### src/rtl/parity_frame_controller.sv
// -----------------------------------------------------------------------------
// parity_frame_controller
//
// Sequencing controller for the even-parity datapath. A frame (data word plus
// its transmitted parity bit) is accepted over a valid/ready handshake. The
// word is then shifted LSB-first through a one-bit even-parity tracker at one
// bit per clock. The tracker result is compared with the received parity bit,
// and the verdict is offered on an output valid/ready handshake.
//
// Timing for an accept on edge T:
//   - SHIFT occupies edges T+1 .. T+WIDTH.
//   - CHECK registers the verdict on edge T+WIDTH+1.
//   - The next accept can happen at the earliest one cycle after the output
//     handshake, so the minimum frame period is WIDTH+3 cycles.
//
// Optional feature macro: PARITY_ERR_COUNT_EN
//   When defined, a saturating err_count output counts handshaken verdicts
//   that carry out_err=1.
//
// Parameters
//   WIDTH     data bits per frame, 1..32
//   ERRCNT_W  width of err_count (only meaningful with PARITY_ERR_COUNT_EN)
//
// Ports
//   clk        rising-edge clock
//   reset      synchronous, active-high reset
//   in_valid   producer presents a frame
//   in_ready   frame can be accepted (IDLE and reset low)
//   in_data    frame data, bit 0 shifted first
//   in_par     received even-parity bit for in_data
//   busy       controller is not IDLE
//   out_valid  verdict available
//   out_ready  consumer takes the verdict
//   out_err    1 = received parity disagrees with computed parity
//   out_parity computed even-parity bit of the frame data
//   err_count  saturating error count (PARITY_ERR_COUNT_EN only)
// -----------------------------------------------------------------------------
module parity_frame_controller #(
    parameter int WIDTH    = 8,
    parameter int ERRCNT_W = 8
) (
    input  logic             clk,
    input  logic             reset,
    input  logic             in_valid,
    output logic             in_ready,
    input  logic [WIDTH-1:0] in_data,
    input  logic             in_par,
    output logic             busy,
    output logic             out_valid,
    input  logic             out_ready,
    output logic             out_err,
    output logic             out_parity
`ifdef PARITY_ERR_COUNT_EN
    ,
    output logic [ERRCNT_W-1:0] err_count
`endif
);

    // Counter spans 0..WIDTH so it can never wrap, even for WIDTH=1.
    localparam int               CNT_W      = $clog2(WIDTH + 1);
    localparam logic [CNT_W-1:0] LAST_BIT_C = CNT_W'(WIDTH - 1);
    localparam logic [CNT_W-1:0] CNT_ONE_C  = CNT_W'(1);

    if ((WIDTH < 1) || (WIDTH > 32)) begin : g_width_check
        $error("parity_frame_controller: WIDTH must be in 1..32");
    end
    if (ERRCNT_W < 1) begin : g_errcnt_check
        $error("parity_frame_controller: ERRCNT_W must be at least 1");
    end

    typedef enum logic [1:0] {
        ST_IDLE  = 2'd0,
        ST_SHIFT = 2'd1,
        ST_CHECK = 2'd2,
        ST_DONE  = 2'd3
    } state_t;

    state_t           state_r;
    state_t           state_next_s;
    logic [WIDTH-1:0] sreg_r;
    logic [CNT_W-1:0] cnt_r;
    logic             tracker_r;
    logic             par_rx_r;
    logic             out_valid_r;
    logic             out_err_r;
    logic             out_parity_r;
    logic             accept_s;
    logic             release_s;

    // One step of the serial even-parity accumulation.
    function automatic logic parity_step(input logic acc, input logic bit_in);
        return acc ^ bit_in;
    endfunction

    // A frame is in error when computed and received parity disagree.
    function automatic logic parity_mismatch(input logic computed, input logic received);
        return computed ^ received;
    endfunction

    assign accept_s  = in_valid & in_ready;
    assign release_s = out_valid_r & out_ready;

    assign out_valid  = out_valid_r;
    assign out_err    = out_err_r;
    assign out_parity = out_parity_r;

    // State register with synchronous reset that overrides any frame in flight.
    always_ff @(posedge clk) begin
        if (reset) begin
            state_r <= ST_IDLE;
        end else begin
            state_r <= state_next_s;
        end
    end

    // Next-state decode.
    always_comb begin
        state_next_s = state_r;
        case (state_r)
            ST_IDLE: begin
                if (accept_s) begin
                    state_next_s = ST_SHIFT;
                end else begin
                    state_next_s = ST_IDLE;
                end
            end
            ST_SHIFT: begin
                if (cnt_r == LAST_BIT_C) begin
                    state_next_s = ST_CHECK;
                end else begin
                    state_next_s = ST_SHIFT;
                end
            end
            ST_CHECK: begin
                state_next_s = ST_DONE;
            end
            ST_DONE: begin
                if (release_s) begin
                    state_next_s = ST_IDLE;
                end else begin
                    state_next_s = ST_DONE;
                end
            end
            default: begin
                state_next_s = ST_IDLE;
            end
        endcase
    end

    // State-derived status outputs; in_ready is also masked by reset so that
    // no handshake is advertised while reset is held.
    always_comb begin
        in_ready = 1'b0;
        busy     = 1'b1;
        case (state_r)
            ST_IDLE: begin
                in_ready = ~reset;
                busy     = 1'b0;
            end
            ST_SHIFT, ST_CHECK, ST_DONE: begin
                in_ready = 1'b0;
                busy     = 1'b1;
            end
            default: begin
                in_ready = 1'b0;
                busy     = 1'b1;
            end
        endcase
    end

    // Frame datapath: capture, serial parity tracking and verdict registers.
    always_ff @(posedge clk) begin
        if (reset) begin
            sreg_r       <= '0;
            cnt_r        <= '0;
            tracker_r    <= 1'b0;
            par_rx_r     <= 1'b0;
            out_valid_r  <= 1'b0;
            out_err_r    <= 1'b0;
            out_parity_r <= 1'b0;
        end else begin
            case (state_r)
                ST_IDLE: begin
                    if (accept_s) begin
                        sreg_r    <= in_data;
                        par_rx_r  <= in_par;
                        tracker_r <= 1'b0;
                        cnt_r     <= '0;
                    end
                end
                ST_SHIFT: begin
                    tracker_r <= parity_step(tracker_r, sreg_r[0]);
                    sreg_r    <= sreg_r >> 1;
                    cnt_r     <= cnt_r + CNT_ONE_C;
                end
                ST_CHECK: begin
                    out_parity_r <= tracker_r;
                    out_err_r    <= parity_mismatch(tracker_r, par_rx_r);
                    out_valid_r  <= 1'b1;
                end
                ST_DONE: begin
                    // Verdict bits stay as they are after the handshake.
                    if (release_s) begin
                        out_valid_r <= 1'b0;
                    end
                end
                default: begin
                    out_valid_r <= 1'b0;
                end
            endcase
        end
    end

`ifdef PARITY_ERR_COUNT_EN
    localparam logic [ERRCNT_W-1:0] ERR_MAX_C = '1;
    localparam logic [ERRCNT_W-1:0] ERR_ONE_C = ERRCNT_W'(1);

    logic [ERRCNT_W-1:0] err_count_r;

    assign err_count = err_count_r;

    // Saturating count of verdicts delivered with an error flag.
    always_ff @(posedge clk) begin
        if (reset) begin
            err_count_r <= '0;
        end else if (release_s && out_err_r && (err_count_r != ERR_MAX_C)) begin
            err_count_r <= err_count_r + ERR_ONE_C;
        end
    end
`endif

endmodule

### config.mk
export PLATFORM = sky130hd
export DESIGN_NAME = parity_frame_controller
export DESIGN_NICKNAME = d
export VERILOG_FILES = /design/src/rtl/parity_frame_controller.sv
export SDC_FILE = /design/constraint.sdc
export NUM_CORES = 1
export LEC_CHECK = 0
export CORE_UTILIZATION = 51
export CTS_BUF_LIST = sky130_fd_sc_hd__clkbuf_16
export CTS_CLUSTER_DIAMETER = 60
export DETAILED_ROUTE_END_ITERATION = 8
export PLACE_DENSITY_LB_ADDON = 0.08
export SLEW_MARGIN = 15
export SYNTH_ARGS = -nofsm -noshare
export SYNTH_HDL_FRONTEND = slang
export SYNTH_SLANG_ARGS = --single-unit
### constraint.sdc
create_clock -name clk -period 3.11 [get_ports clk]
set_clock_uncertainty 0.15 [all_clocks]
set_input_delay 0.4665 -clock clk [delete_from_list [all_inputs] [get_ports clk]]
set_output_delay 0.4665 -clock clk [all_outputs]
set_load 0.01 [all_outputs]
Word-level counts from Yosys, hierarchy flattened
Cells that the tools add are included.
{"block": "op_classes", "addsub": 1, "eq_ne": 6, "mux": 14, "n_bitwise": 5, "reduce_logical": 7}
{"op": "$pmux 8 s2", "count": 1}
{"op": "$mux 8", "count": 1}
{"op": "$pmux 1 s2", "count": 4}
{"op": "$pmux 2 s4", "count": 1}
{"op": "$pmux 4 s2", "count": 1}
{"op": "$reduce_and 2->1", "count": 3}
{"op": "$add 4x1->4 const B", "count": 1}
{"op": "$eq 2x2->1 const B", "count": 2}
{"op": "$eq 4x3->1 const B", "count": 1}
{"op": "$mux 2", "count": 2}
{"op": "$mux 4", "count": 1}
{"op": "$ne 2x2->1 const B", "count": 2}
{"op": "$reduce_bool 2->1", "count": 2}
{"op": "$mux 1", "count": 3}
{"op": "$reduce_or 3->1", "count": 1}
{"op": "$and 1x1->1", "count": 2}
{"op": "$eq 2x1->1 const B", "count": 1}
{"op": "$logic_not 2->1", "count": 1}
{"op": "$xor 1x1->1", "count": 2}
{"op": "$not 1->1", "count": 1}
{"block": "word_totals", "regBits": 19, "output_inout_bits": 5, "word_cells": 41}

Logic depth before layout (Yosys ltp)
Gate-level depths: netlist (run 1).
{"block": "depth", "ltp_word": 6, "mapped_depth": 5}

Least setup slack after synthesis (run 1)
OpenSTA, ideal clock, no wires.
{"block": "synth_timing", "path_kind": "reg2out", "startpoint": "register state_r[0]", "endpoint": "output in_ready", "t_arrival_ns": 0.951, "setup_slack_ns": 1.543, "stages_incl_launch_ff": 4, "n_path_buf": 1, "path_cell_list": "dfxtp_1 buf_4 or2_2 nor2_1"}
{"block": "synth_via", "elab_chain_len": 3}
{"element": "start: declaration", "line_no": "78", "source": "state_t state_r;"}
{"element": "start signal: assignment", "line_no": "112", "source": "state_r <= state_next_s;"}
{"element": "$eq 2x2->1 or $eq 2x1->1 (tied branches)", "line_no": "155", "source": "case (state_r)"}
{"element": "$reduce_or 3->1", "line_no": "155"}
{"element": "$pmux 1 s2 (*)", "line_no": "155"}
{"element": "end: declaration", "line_no": "45", "source": "output logic in_ready,"}
Mark *: on every way between the ends. The rest lies on a longest branch, timed or not.

Worst setup path in the final report (run 1)
Ends and elaborated chain as after synthesis.

==> results of run 1 <==
==> power groups by stage <==
| stage | Sequential [W] | Clock, W | Combinational (W) |
|---|---|---|---|
| 2_1_floorplan | 0.000268 | 0 | 0.0000437 |
| 3_3_place_gp | 0.000272 | 0 | 0.0000642 |
| 3_5_place_dp | 0.000273 | 0 | 0.0000655 |
| 4_1_cts | 0.000268 | 0.000267 | 0.0000664 |
| 5_1_grt | 0.000270 | 0.000275 | 0.0000735 |
| 6_report | 0.000268 | 0.000262 | 0.0000657 |
==> final timing paths <==
kind	endpoint	slack (ns)	cells after the start
worst min register to register	sreg_r[0]	0.33	2
worst max register to register	sreg_r[3]	1.15	3
worst min-delay path	sreg_r[0]	0.33	2
worst max-delay path	in_ready	0.84	3
==> per-layer routing <==
| layer | vias to the layer above | track usage [%] | part of all wire, % |
|---|---|---|---|
| met5 | - | 0 | 0 |
| met4 | 0 | 9.09 | 0.95 |
| met3 | 4 | 3.83 | 3.7 |
| met2 | 13 | 33.9 | 47 |
| met1 | 329 | 27.9 | 48 |
| li1 | 378 | - | - |
==> cells by family after synthesis <==
| logic type | Yosys count | share of synthesized area, % |
|---|---|---|
| xor+xnor | 1 | 1.03 |
| buf+inv | 7 | 5.12 |
| fa+ha+maj | 1 | 1.46 |
| flops | 19 | 44.5 |
| simple gates | 44 | 25.2 |
| compound gates | 25 | 20.4 |
| mux | 2 | 2.34 |
==> registers in the layout, summed over array words and instances (netlist names) <==
signal	count
state_r	2
out_valid	1
par_rx_r	1
sreg_r	8
out_parity	1
out_err	1
tracker_r	1
cnt_r	4
==> worst max-delay path, cell delays in order (launching register included) <==
cell             delay, ns
dfxtp_1               0.44
or2_2                 0.34
nor2_1                0.09
clkdlybuf4s50_1       0.54
==> through the flow <==
| step | worst slack, ns | utilization [%] | instances | hold slack (ns) | instance area [um^2] |
|---|---|---|---|---|---|
| global placement | 0.919 | 65.4 | 126 | 0.326 | 1010 |
| floorplan | 1.54 | - | 99 | 0.305 | 855 |
| finish | 0.840 | 70.6 | 130 | 0.331 | 1090 |
| detailed placement | 0.929 | 65.4 | 126 | 0.325 | 1010 |
| global route | 0.778 | 70.6 | 130 | 0.376 | 1090 |
| CTS | 0.834 | 70.6 | 130 | 0.335 | 1090 |
==> layout make-up <==
type / count / share of cell area [%]
Clock buffer: 3 / 6.90
Clock inverter: 1 / 0.460
Sequential cell: 19 / 34.9
Tap cell: 16 / 1.84
Timing Repair Buffer: 18 / 16.3
Multi-Input combinational cell: 73 / 39.5
==> synth_stat cells <==
| master | number |
|---|---|
| a211oi_1 | 8 |
| a21oi_1 | 9 |
| a222oi_1 | 2 |
| a22o_1 | 1 |
| a22oi_1 | 1 |
| a311oi_1 | 1 |
| a31oi_1 | 1 |
| and2b_1 | 1 |
| buf_2 | 2 |
| buf_4 | 2 |
| buf_6 | 1 |
| clkbuf_1 | 2 |
| dfxtp_1 | 19 |
| ha_1 | 1 |
| mux2i_1 | 2 |
| nand2_1 | 12 |
| nand2b_1 | 1 |
| nand3_1 | 3 |
| nand4b_1 | 1 |
| nor2_1 | 16 |
| nor2b_1 | 6 |
| nor3b_2 | 1 |
| o21ba_2 | 1 |
| o21bai_1 | 1 |
| or2_1 | 1 |
| or2_2 | 1 |
| or4b_1 | 1 |
| xnor2_1 | 1 |
==> impl_metrics.csv, run 1 <==
group,metric,value,unit
status,status,"finished clean",
worst_setup_path,cp.arrival,1.65,ns
detailed_routing,drc,0,
layout,n_antenna_cell,0,
detailed_routing,drt-initial-drc-count,16,
clock_network,clk_pin_slew,0.05,ns
detailed_routing,wl_per_cell,13.7,um
detailed_routing,via_per_inst,5.57,
detailed_routing,num_vias,724,
sta,slew_headroom,47.3,%
worst_hold_path,min_from,"sreg_r[1]",
clock_network,cts-resized-gates,0,
place,gp_congestion,0.748,
sta,period_needed,2.27,ns
worst_setup_path,crit_start,"state_r[0]",
power,p_comb_share,11.0,%
logic_synthesis,synth_top_area_share,44.5,%
logic_synthesis,ys_seq_area_share,44.5,%
layout,final_common_cell,"dfxtp_1",
logic_synthesis,synth_area,855,um^2
layout,regArea,380,um^2
clock_network,ctsHoldBuffers,0,
layout,multiInputGateArea,430,um^2
power,finalPower,0.000596,W
clock_network,cts_made_buffers,3,
sta,hold_viol,0,
power,p_leak,0.419,nW
floorplan,rows,14,
logic_synthesis,synth.distinct_cells,28,
logic_synthesis,synth_cells,99,
layout,nets,129,
layout,drive_above_1_share,7.02,%
power,power_frac_seq,45.0,%
floorplan,io_pins,18,
detailed_routing,ant_nets,0,
global_routing,grt_pass1_vias,674,
clock_network,h-tree-depth,1,
worst_setup_path,cp_max_fo,13,
power,powerDensity,547,mW/mm^2
layout,nFillCells,134,
worst_setup_path,cp-end-kind,"primary output",
logic_synthesis,yosysWarningCount,0,
layout,mostFrequentLayoutCells,"dfxtp_1 (19), clkdlybuf4s50_1 (17), nor2_1 (16), nand2_1 (12), a21oi_1 (9)",
logic_synthesis,synth_seq_cells,19,
power,netSwitchingPower,0.000132,W
worst_setup_path,crit_required,2.49,ns
worst_setup_path,r2r_start,"state_r[0]",
floorplan,die_y,42.9,um
sta,fin_tns_setup,0,ns
power,clkPwrFrac,44.0,%
worst_setup_path,path_class,"flip-flop to primary output",
global_routing,antenna_found_initial,0,
clock_network,cts_tree,"done",
floorplan,die_w,42.9,um
layout,area_delta_synth_final,27.4,%
logic_synthesis,synth_top_cell_by_area,"dfxtp_1",
clock_network,cts_setup_buffers,0,
detailed_routing,routed_wl,1780,um
job,cap_violations,0,
power,switching_share,22.2,%
global_routing,grtUsageTotal,21.2,%
sta,fmax,440,MHz
global_routing,overflow,0,
floorplan,start_util,55.4,%
floorplan,die_area,0.00184,mm^2
logic_synthesis,syn_nets,113,
sta,slew_violations,0,
place,port_buffers,17,
logic_synthesis,avgSynthCellArea,8.63,um^2
clock_network,clock-root-buffer,"clkbuf_16",
detailed_routing,drt_first_pass_iters,4,
worst_hold_path,hp-class,"flip-flop to flip-flop",
clock_network,clk_latency,0.25,ns
sta,rsz0062_at_grt,"false",
logic_synthesis,yosys-top-cells-area,"dfxtp_1 (45%), a211oi_1 (7.0%), nor2_1 (7.0%)",
sta,min_period_over_period,73.0,%
sta,worst_pin_slew,0.789,ns
global_routing,grt_pass1_wl,2950,um
clock_network,cts_sinks,19,
sta,finalSetupViolCount,0,
floorplan,fp.coreArea,0.00154,mm^2
power,peakVddDrop,0.000360,V
power,intPower,0.000464,W
worst_setup_path,start_kind,"flip-flop",
clock_network,clk_path_buf_depth,2,
place,dp_hpwl,1140,um
global_routing,grt_max_degree,20,
(Power assumes the default switching activity.)
==> run 2, diff against run 1 <==
--- a/config.mk
+++ b/config.mk
@@ -5,7 +5,7 @@
 export SDC_FILE = /design/constraint.sdc
 export NUM_CORES = 1
 export LEC_CHECK = 0
-export CORE_UTILIZATION = 51
+export CORE_UTILIZATION = 48
 export CTS_BUF_LIST = sky130_fd_sc_hd__clkbuf_16
 export CTS_CLUSTER_DIAMETER = 60
 export DETAILED_ROUTE_END_ITERATION = 8
==> constraint.sdc (replaced) <==
create_clock -name clk -period 2.3 [get_ports clk]
set_clock_uncertainty 0.15 [all_clocks]
set_input_delay 0.345 -clock clk [delete_from_list [all_inputs] [get_ports clk]]
set_output_delay 0.345 -clock clk [all_outputs]
set_load 0.01 [all_outputs]
==> impl_metrics.csv, run 2 (synthesis gave the netlist of run 1 again) <==
group,metric,value,unit
layout,top_register,"sreg_r",
clock_network,cts-resized-gates,0,
sta,slew_violations,0,
floorplan,die_area,0.00195,mm^2
worst_setup_path,r2r_cells,4,
detailed_routing,via_per_inst,5.67,
sta,period_needed,2.12,ns
global_routing,grt_max_degree,20,
sta,slew_headroom,75.4,%
clock_network,cts_made_buffers,3,
layout,top_regs,"sreg_r x8, cnt_r x4, state_r x2",
floorplan,rows,14,
worst_hold_path,whs_endpoint,"sreg_r[0]",
layout,nets,132,
power,netSwitchingPower,0.000176,W
sta,finalSetupViolCount,0,
clock_network,clk_pin_slew,0.05,ns
floorplan,die_y,44.2,um
floorplan,start_util,54.2,%
clock_network,clk_latency,0.25,ns
global_routing,antenna_found_initial,0,
worst_setup_path,path_class,"flip-flop to primary output",
detailed_routing,wl_per_cell,13.1,um
detailed_routing,drt-initial-drc-count,20,
power,clkPwrFrac,43.5,%
layout,drive_above_1_share,8.55,%
worst_hold_path,hp-class,"flip-flop to flip-flop",
worst_hold_path,min_from,"sreg_r[1]",
clock_network,h-tree-depth,1,
detailed_routing,drt_first_pass_iters,4,
job,cap_violations,0,
sta,fin_tns_setup,0,ns
power,peakVddDrop,0.000388,V
sta,hold_viol,0,
power,switching_share,21.9,%
layout,mostFrequentLayoutCells,"dfxtp_1 (19), clkdlybuf4s50_1 (17), nor2_1 (16), nand2_1 (12), a21oi_1 (9)",
clock_network,ctsHoldBuffers,0,
clock_network,cts_setup_buffers,0,
worst_setup_path,cp.arrival,1.62,ns
global_routing,grt_pass1_wl,2810,um
layout,area_delta_synth_final,29.9,%
global_routing,grtUsageTotal,19.4,%
layout,multiInputGateArea,430,um^2
status,status,"finished clean",
layout,n_antenna_cell,0,
sta,holdWs,0.326,ns
worst_setup_path,start_kind,"flip-flop",
detailed_routing,ant_nets,0,
worst_setup_path,cp-end-kind,"primary output",
floorplan,io_pins,18,
worst_hold_path,whs_path_depth,2,
layout,largest_reg_flops,8,
worst_setup_path,r2r_start,"state_r[1]",
power,powerDensity,726,mW/mm^2
power,p_leak,0.435,nW
sta,min_period_over_period,92.0,%
sta,worst_pin_slew,0.368,ns
detailed_routing,routed_wl,1750,um
detailed_routing,num_vias,754,
power,intPower,0.000630,W
place,gp_congestion,0.721,
clock_network,cts_tree,"done",
worst_setup_path,crit_required,1.80,ns
power,p_comb_share,12.1,%
sta,fmax,473,MHz
place,port_buffers,17,
clock_network,cts_sinks,19,
layout,nFillCells,133,
sta,rsz0062_at_grt,"false",
global_routing,grt_pass1_vias,657,
clock_network,clk_path_buf_depth,2,
clock_network,clock-root-buffer,"clkbuf_16",
worst_setup_path,r2r_end,"cnt_r[2]",
place,dp_hpwl,1150,um
worst_setup_path,cp_max_fo,11,
global_routing,overflow,0,
power,power_frac_seq,44.4,%
floorplan,fp.coreArea,0.00158,mm^2
detailed_routing,drc,0,
floorplan,die_w,44.2,um
layout,final_common_cell,"dfxtp_1",
power,finalPower,0.000806,W
layout,regArea,380,um^2
worst_setup_path,timing.reg2reg.setup_slack,0.82,ns
## run 2: worst max-delay path by stage
stage	end	slack (ns)	startpoint
2_1_floorplan	in_ready	0.85	state_r[0]
3_3_place_gp	in_ready	0.35	reset
3_5_place_dp	in_ready	0.36	reset
4_1_cts	in_ready	0.18	state_r[1]
5_1_grt	in_ready	0.13	state_r[1]
6_report	in_ready	0.18	state_r[1]
## run 2: power by group through the flow
stage / combinational (W) / sequential (W) / clock [W]
after floorplan: 0.0000591 / 0.000362 / 0
after global placement: 0.0000958 / 0.000364 / 0
after detailed placement: 0.0000971 / 0.000365 / 0
after CTS: 0.0000982 / 0.000358 / 0.000361
after global routing: 0.000108 / 0.000360 / 0.000371
final: 0.0000971 / 0.000358 / 0.000351
## run 2: layout make-up
cell class                 instances  share of cell area (%)
tap                               16                    1.80
timing repair buffer              21                    18.0
clock inverter                     1                   0.338
clock buffer                       3                    6.76
sequential                        19                    34.3
multi-input combinational         73                    38.8
## run 2: per-stage QoR
| stage | util, % | instances | worst slack [ns] | instance area (um^2) |
|---|---|---|---|---|
| floorplan | - | 99 | 0.854 | 855 |
| global placement | 65.4 | 129 | 0.351 | 1030 |
| detailed placement | 65.4 | 129 | 0.357 | 1030 |
| CTS | 70.4 | 133 | 0.181 | 1110 |
| global route | 70.4 | 133 | 0.134 | 1110 |
| finish | 70.4 | 133 | 0.184 | 1110 |
## run 2: per-layer routing
metal / share of wire (%) / GRT usage, %
met1: 47 / 24.9
met2: 48 / 31.2
met3: 4.0 / 3.67
met4: 0.46 / 9.70
met5: 0 / 0
## run 2: worst max-delay path: stages (launching register included)
cell and delay, ns:
dfxtp_1 0.39, or2_2 0.34, nor2_1 0.10, clkdlybuf4s50_1 0.54
==> run 3, diff against run 2 <==
--- a/config.mk
+++ b/config.mk
@@ -7,7 +7,7 @@
 export LEC_CHECK = 0
 export CORE_UTILIZATION = 48
 export CTS_BUF_LIST = sky130_fd_sc_hd__clkbuf_16
-export CTS_CLUSTER_DIAMETER = 60
+export CTS_CLUSTER_DIAMETER = 40
 export DETAILED_ROUTE_END_ITERATION = 8
 export PLACE_DENSITY_LB_ADDON = 0.08
 export SLEW_MARGIN = 15
==> constraint.sdc (replaced) <==
create_clock -name clk -period 2.4 [get_ports clk]
set_clock_uncertainty 0.15 [all_clocks]
set_input_delay 0.36 -clock clk [delete_from_list [all_inputs] [get_ports clk]]
set_output_delay 0.36 -clock clk [all_outputs]
set_load 0.01 [all_outputs]
==> impl_metrics.csv, run 3 (synthesis gave the netlist of run 1 again) <==
group,metric,value,unit
status,status,"finished clean",
worst_setup_path,cp.arrival,1.64,ns
clock_network,cts_setup_buffers,0,
floorplan,io_pins,18,
clock_network,clock-root-buffer,"clkbuf_16",
sta,worst_pin_slew,0.410,ns
clock_network,cts_sinks,19,
sta,period_needed,2.15,ns
worst_setup_path,start_kind,"flip-flop",
worst_setup_path,cp_max_fo,13,
layout,drive_above_1_share,7.76,%
clock_network,cts_made_buffers,3,
layout,top_register,"sreg_r",
place,port_buffers,17,
worst_setup_path,path_class,"flip-flop to primary output",
worst_setup_path,crit_required,1.89,ns
layout,top_regs,"sreg_r x8, cnt_r x4, state_r x2",
global_routing,grt_pass1_wl,3030,um
floorplan,die_y,44.2,um
clock_network,cts-resized-gates,0,
detailed_routing,drc,0,
global_routing,grt_max_degree,20,
global_routing,busiest_layer,"met2",
clock_network,h-tree-depth,1,
layout,nets,131,
power,p_leak,0.430,nW
sta,fmax,465,MHz
floorplan,fp.coreArea,0.00158,mm^2
sta,slew_violations,0,
worst_setup_path,cp-end-kind,"primary output",
global_routing,grtUsageTotal,21.3,%
global_routing,grt_pass1_vias,694,
detailed_routing,wl_per_cell,13.4,um
sta,rsz0062_at_grt,"false",
worst_hold_path,whs_endpoint,"sreg_r[0]",
worst_setup_path,timing.reg2reg.setup_slack,0.64,ns
detailed_routing,drt_first_pass_iters,4,
detailed_routing,via_per_inst,5.62,
clock_network,clk_path_buf_depth,2,
worst_hold_path,whs_path_depth,2,
global_routing,grtUsageMet3,3.67,%
detailed_routing,num_vias,742,
global_routing,use_met1,26.6,%
layout,n_antenna_cell,0,
sta,slew_headroom,72.6,%
sta,worst_slack,0.248,ns
detailed_routing,ant_nets,0,
layout,area_delta_synth_final,29.0,%
worst_hold_path,min_from,"sreg_r[1]",
sta,min_period_over_period,89.7,%
floorplan,start_util,54.2,%
place,gp_congestion,0.719,
detailed_routing,drt-initial-drc-count,12,
worst_setup_path,r2r_end,"sreg_r[2]",
sta,hold_viol,0,
worst_setup_path,r2r_cells,4,
worst_setup_path,crit_start,"state_r[0]",
job,cap_violations,0,
sta,fin_tns_setup,0,ns
worst_hold_path,hp-class,"flip-flop to flip-flop",
floorplan,rows,14,
clock_network,ctsHoldBuffers,0,
layout,mostFrequentLayoutCells,"dfxtp_1 (19), clkdlybuf4s50_1 (17), nor2_1 (16), nand2_1 (12), a21oi_1 (9)",
global_routing,overflow,0,
sta,finalSetupViolCount,0,
layout,largest_reg_flops,8,
global_routing,antenna_found_initial,0,
place,dp_hpwl,1220,um
clock_network,clk_latency,0.25,ns
detailed_routing,routed_wl,1760,um
power,powerDensity,702,mW/mm^2
floorplan,die_w,44.2,um
clock_network,clk_pin_slew,0.05,ns
layout,nFillCells,129,
global_routing,met2_usage,35.0,%
worst_setup_path,r2r_start,"state_r[0]",
layout,final_common_cell,"dfxtp_1",
floorplan,die_area,0.00195,mm^2
power,peakVddDrop,0.000372,V
place,dp_slack,0.431,ns
clock_network,cts_tree,"done",
[run 3: cell types whose count changed in the layout (fill, tap and decap cells not counted), sizes merged]
cell / previous run / this run
buf: 4 / 3
[run 3: worst max-delay path by stage]
| stage | end | slack (ns) | cells after the start |
|---|---|---|---|
| 3_3_place_gp | in_ready | 0.44 | 3 |
| 3_5_place_dp | in_ready | 0.43 | 3 |
| 4_1_cts | in_ready | 0.25 | 3 |
| 6_report | in_ready | 0.25 | 3 |
| 2_1_floorplan | in_ready | 0.94 | 3 |
| 5_1_grt | in_ready | 0.17 | 3 |
[run 3: layer usage]
metal	share of wire, %	vias up
met5	0	-
met4	1.9	0
met3	3.1	4
met2	48	13
met1	47	341
li1	-	384
[run 3: cell type report]
type                    count  area [um^2]  area share, %
multi-input cells          73          430           39.0
clock buffers               3         75.1           6.81
well taps                  16         20.0           1.82
clock inverters             1         3.75          0.341
repair buffers             20          193           17.5
flip-flops and latches     19          380           34.5
[run 3: worst max-delay path: stages, from the launching register on]
cell and delay [ns]:
dfxtp_1 0.43, or2_2 0.34, nor2_1 0.08, clkdlybuf4s50_1 0.54
[run 3: metrics by stage]
step                      util (%)  hold slack [ns]  power (W)  instance area (um^2)  cells
after global placement        64.9            0.319   0.000439                  1020    128
after CTS                     69.9            0.332   0.000777                  1100    132
after floorplan                  -            0.305   0.000404                   855     99
after global routing          69.9            0.345   0.000807                  1100    132
after detailed placement      64.9            0.324   0.000441                  1020    128
final                         69.9            0.330   0.000774                  1100    132
[run 3: power by group]
part           total (W)  switching (W)  internal [W]
clock           0.000341       0.000119      0.000222
combinational  0.0000873      0.0000393     0.0000481
sequential      0.000346      0.0000139      0.000332
total           0.000774       0.000172      0.000602
